$ cat config.mk
export PLATFORM = sky130hd
export DESIGN_NAME = if_id_reg
export DESIGN_NICKNAME = d
export VERILOG_FILES = /design/src/rtl/if_id_pkg.sv /design/src/rtl/if_id_reg_pipe_reg.sv /design/src/rtl/if_id_reg.sv
export SDC_FILE = /design/constraint.sdc
export NUM_CORES = 1
export LEC_CHECK = 0
export ABC_AREA = 1
export BUFFER_PORTS_ARGS = -buffer_cell sky130_fd_sc_hd__clkbuf_2
export CORE_MARGIN = 8
export CORE_UTILIZATION = 25
export CTS_CLUSTER_DIAMETER = 40
export DETAILED_ROUTE_END_ITERATION = 8
export GPL_TIMING_DRIVEN = 0
export PLACE_DENSITY = 0.61
export SYNTH_ARGS = -nofsm -noshare
export SYNTH_HDL_FRONTEND = slang
export SYNTH_SLANG_ARGS = --single-unit
$ cat constraint.sdc
create_clock -name clk -period 0.9 [get_ports clk]
set_clock_uncertainty 0.05 [all_clocks]
set_input_delay 0.18 -clock clk [delete_from_list [all_inputs] [get_ports clk]]
set_output_delay 0.18 -clock clk [all_outputs]
set_load 0.01 [all_outputs]
$ cat src/rtl/if_id_pkg.sv
// Shared types and default constants for the IF/ID pipeline register.
package if_id_pkg;

  localparam int DEF_ADDR_W  = 16;
  localparam int DEF_INSTR_W = 16;
  localparam logic [DEF_INSTR_W-1:0] DEF_NOP_INSTR = 16'h0000;

  typedef struct packed {
    logic                   valid;
    logic [DEF_ADDR_W-1:0]  pc;
    logic [DEF_ADDR_W-1:0]  pc_plus4;
    logic [DEF_INSTR_W-1:0] instr;
  } if_id_t;

  localparam if_id_t IF_ID_RST = '{
    valid:    1'b0,
    pc:       '0,
    pc_plus4: '0,
    instr:    DEF_NOP_INSTR
  };

endpackage

$ cat src/rtl/if_id_reg_pipe_reg.sv
// Generic pipeline flop: async active-low reset, synchronous clear (wins over
// enable), and enable-to-load; reset and clear both return to RST_VAL.
module pipe_reg #(
  parameter int                 DATA_W  = 8,
  parameter logic [DATA_W-1:0]  RST_VAL = '0
) (
  input  logic              clk,
  input  logic              rst_n,
  input  logic              en,
  input  logic              clr,
  input  logic [DATA_W-1:0] d,
  output logic [DATA_W-1:0] q
);

  always_ff @(posedge clk or negedge rst_n) begin
    if (!rst_n) begin
      q <= RST_VAL;
    end else if (clr) begin
      q <= RST_VAL;
    end else if (en) begin
      q <= d;
    end
  end

endmodule

$ cat src/rtl/if_id_reg.sv
// IF/ID pipeline register with stall (hold) and flush (bubble insert).
// Optional performance counters are built when IF_ID_PERF_CNT_EN is defined.
module if_id_reg
  import if_id_pkg::*;
#(
  parameter int                  ADDR_W    = DEF_ADDR_W,
  parameter int                  INSTR_W   = DEF_INSTR_W,
  parameter logic [INSTR_W-1:0]  NOP_INSTR = DEF_NOP_INSTR
) (
  input  logic               clk,
  input  logic               reset,
  input  logic               stall,
  input  logic               flush,
  input  logic               valid_in,
  input  logic [ADDR_W-1:0]  pc_in,
  input  logic [ADDR_W-1:0]  pc_plus4_in,
  input  logic [INSTR_W-1:0] instruction_in,
  output logic               valid_out,
  output logic [ADDR_W-1:0]  pc_out,
  output logic [ADDR_W-1:0]  pc_plus4_out,
  output logic [INSTR_W-1:0] instruction_out
`ifdef IF_ID_PERF_CNT_EN
  ,
  output logic [31:0]        stall_cnt,
  output logic [31:0]        flush_cnt,
  output logic [31:0]        load_cnt
`endif
);

  // Local mirror of if_id_t so the field widths follow the module parameters.
  typedef struct packed {
    logic               valid;
    logic [ADDR_W-1:0]  pc;
    logic [ADDR_W-1:0]  pc_plus4;
    logic [INSTR_W-1:0] instr;
  } stage_t;

  localparam stage_t STAGE_RST = '{
    valid:    1'b0,
    pc:       '0,
    pc_plus4: '0,
    instr:    NOP_INSTR
  };

  stage_t stage_p0;
  stage_t stage_p1;

  assign stage_p0 = '{
    valid:    valid_in,
    pc:       pc_in,
    pc_plus4: pc_plus4_in,
    instr:    instruction_in
  };

  // ---- stage boundary: fetch -> decode ----
  pipe_reg #(
    .DATA_W  ($bits(stage_t)),
    .RST_VAL (STAGE_RST)
  ) u_stage_reg (
    .clk   (clk),
    .rst_n (reset),
    .en    (~stall),
    .clr   (flush),
    .d     (stage_p0),
    .q     (stage_p1)
  );

  assign valid_out       = stage_p1.valid;
  assign pc_out          = stage_p1.pc;
  assign pc_plus4_out    = stage_p1.pc_plus4;
  assign instruction_out = stage_p1.instr;

`ifdef IF_ID_PERF_CNT_EN
  always_ff @(posedge clk or negedge reset) begin
    if (!reset) begin
      stall_cnt <= '0;
      flush_cnt <= '0;
      load_cnt  <= '0;
    end else begin
      if (flush)
        flush_cnt <= flush_cnt + 32'd1;
      if (stall && !flush)
        stall_cnt <= stall_cnt + 32'd1;
      if (!stall && !flush && valid_in)
        load_cnt  <= load_cnt + 32'd1;
    end
  end
`endif

endmodule

==> results.toml <==
[setup_path]
critPathMaxFanout = 2
r2r-end = "u_stage_reg.q[31]"
ff2ff_path_depth = 4
cp.arrival_ps = 830
r2r_slack_ps = -10
start_kind = "register"
crit_chain = "buf_6"
cp_slowest_cell = "dfrtp_1"
path_delay_family = "flip-flops"
max_stage_delay_ps = 410
r2r-start = "u_stage_reg.q[31]"
worstPathBufferInverterCount = 1
crit_type = "register to primary output"
end_kind = "primary output"
critPathRequiredTime_ps = 670

[global_route]
grt-ovfl-total = 0
grt_max_degree = 50
grt_pass1_wl_um = 9770
use_met2_pct = 16.62
grt.total_usage_pct = 10.66
grt_pass1_vias = 1970
use_met3_pct = 4.771
grt.busiest_layer = "met2"
antenna_found_initial = 0
use_met1_pct = 13.21

[placed_design]
placed_cells = 416
place_congestion = 0.6935
place_area_um2 = 2582
dp_hpwl_um = 4165
port_buffers = 100
place_ws_ps = -473.0

[final_layout]
top_regs = "u_stage_reg.q (49)"
insertedDiodeCount = 0
nets = 405
largest_register_ffs = 49
area_delta_synth_final_pct = 50.48
seq_area_um2 = 1226
regMostFlops = "u_stage_reg.q"
fillCellCount = 799
mostFrequentLayoutCell = "nand2_1"
fin_cells = 455
layout-drive-gt1-share_pct = 43.91
layout_common_cells = "nand2_1 (98), clkbuf_2 (95), dfrtp_1 (49)"
stdcell_area_um2 = 2935
fin_util_pct = 38.38
multi_input_area_um2 = 644.4

[power_and_ir_drop]
finalPower_mw = 4.394
power_leakage_nw = 1.770
ir_worst_vdd_mv = 0.6298
power.density_nw_per_um2 = 1497

[sta]
slew_violations = 0
min_period_over_period_pct = 118.3
max_freq_mhz = 939.4
holdWs_ps = -104.8
hold_viol_final = 49
fin_crit_ps = 1064
finalSetupViolCount = 50
worst_pin_slew_ps = 675.0
relSlewSlack_pct = 55.00
setup_tns_ps = -6982
setup_slack_ps = -164.5
grt_setup_unrepaired = "true"

[yosys]
synth_cell_type_count = 9
ys_warn_count = 0
syn_area_per_cell_um2 = 9.115
yosys_register_bits = 49
syn_inst = 214
yosysSeqAreaShare_pct = 62.86
synth_nets = 267
netlist_area_um2 = 1951

[route]
firstDrtPassIters = 4
drc_errors = 0
viasPerCell = 4.136
post_drt_wl_per_cell_um = 13.11
wirelength_um = 5967
ant_nets = 0
drt_iter0_markers = 55
vias = 1882

[floorplan]
start_util_pct = 25.51
ios = 102
die_h_um = 104.3
die_w_um = 104.3
dieArea_um2 = 10880
rows = 32
coreArea_um2 = 7647

[status]
violations = "negative hold slack, negative setup slack"
outcome = "finished, violations left"

[clock_tree]
cts.clk_slew.worst_paths_ps = 90
clock_latency_ps = 290
cts_tree = "yes"
cts_root_buffer = "clkbuf_8"
cts.htree.levels = 2
clock_path_buffers = 2
cts_buffers = 5
cts_sinks = 49

[flow_run]
cap_violations = 0

[min_path]
hold_class = "input pin to async pin"
-- logic make-up (layout without fill, tap and decap cells) --
family,after synthesis,in the layout,share of synthesized area (%)
buf+inv,17,156,5.131
flops,49,49,62.86
simple gates,148,148,32.01
-- how the worst max path moves through the flow --
stage,from,to,depth (start not counted)
floorplan,stall,u_stage_reg.q[34],5
global placement,reset,u_stage_reg.q[5],1
detailed placement,reset,u_stage_reg.q[4],1
CTS,u_stage_reg.q[12],instruction_out[12],1
global route,u_stage_reg.q[31],pc_plus4_out[15],1
finish,u_stage_reg.q[12],instruction_out[12],1
-- layout make-up --
class,instances,share of cell area (%)
Sequential cell,49,41.77
Timing Repair Buffer,131,25.66
Multi-Input combinational cell,148,21.95
Tap cell,102,4.348
Buffer,16,3.410
Clock buffer,8,2.728
Inverter,1,0.1279
-- metal layers --
metal / wire length (µm) / share of wire [%]
met5: 0 / 0
met3: 479 / 8.0
met2: 2717 / 46
met1: 2736 / 46
met4: 34 / 0.57
-- power breakdown --
group          switching, mW  total (mW)  internal, mW
registers             0.0668        2.39          2.32
clock network          0.711        1.27         0.555
logic                  0.390       0.739         0.349
total                   1.17        4.39          3.23
-- Yosys cell counts --
cell type,number,area share [%]
nand3_1,49,13
buf_6,2,1.2
buf_4,3,1.2
dfrtp_1,49,63
buf_2,8,2.1
clkbuf_1,3,0.58
inv_2,1,0.19
nor2_4,1,0.58
nand2_1,98,19
-- what timing repair did --
action,in CTS,in global routing
endpoints found under the setup margin,98,49
buffers inserted,14,17
pin swaps,0,4
endpoints found under the hold margin,49,49
resized for setup,1,12
Power figures use the tool's default switching activity.
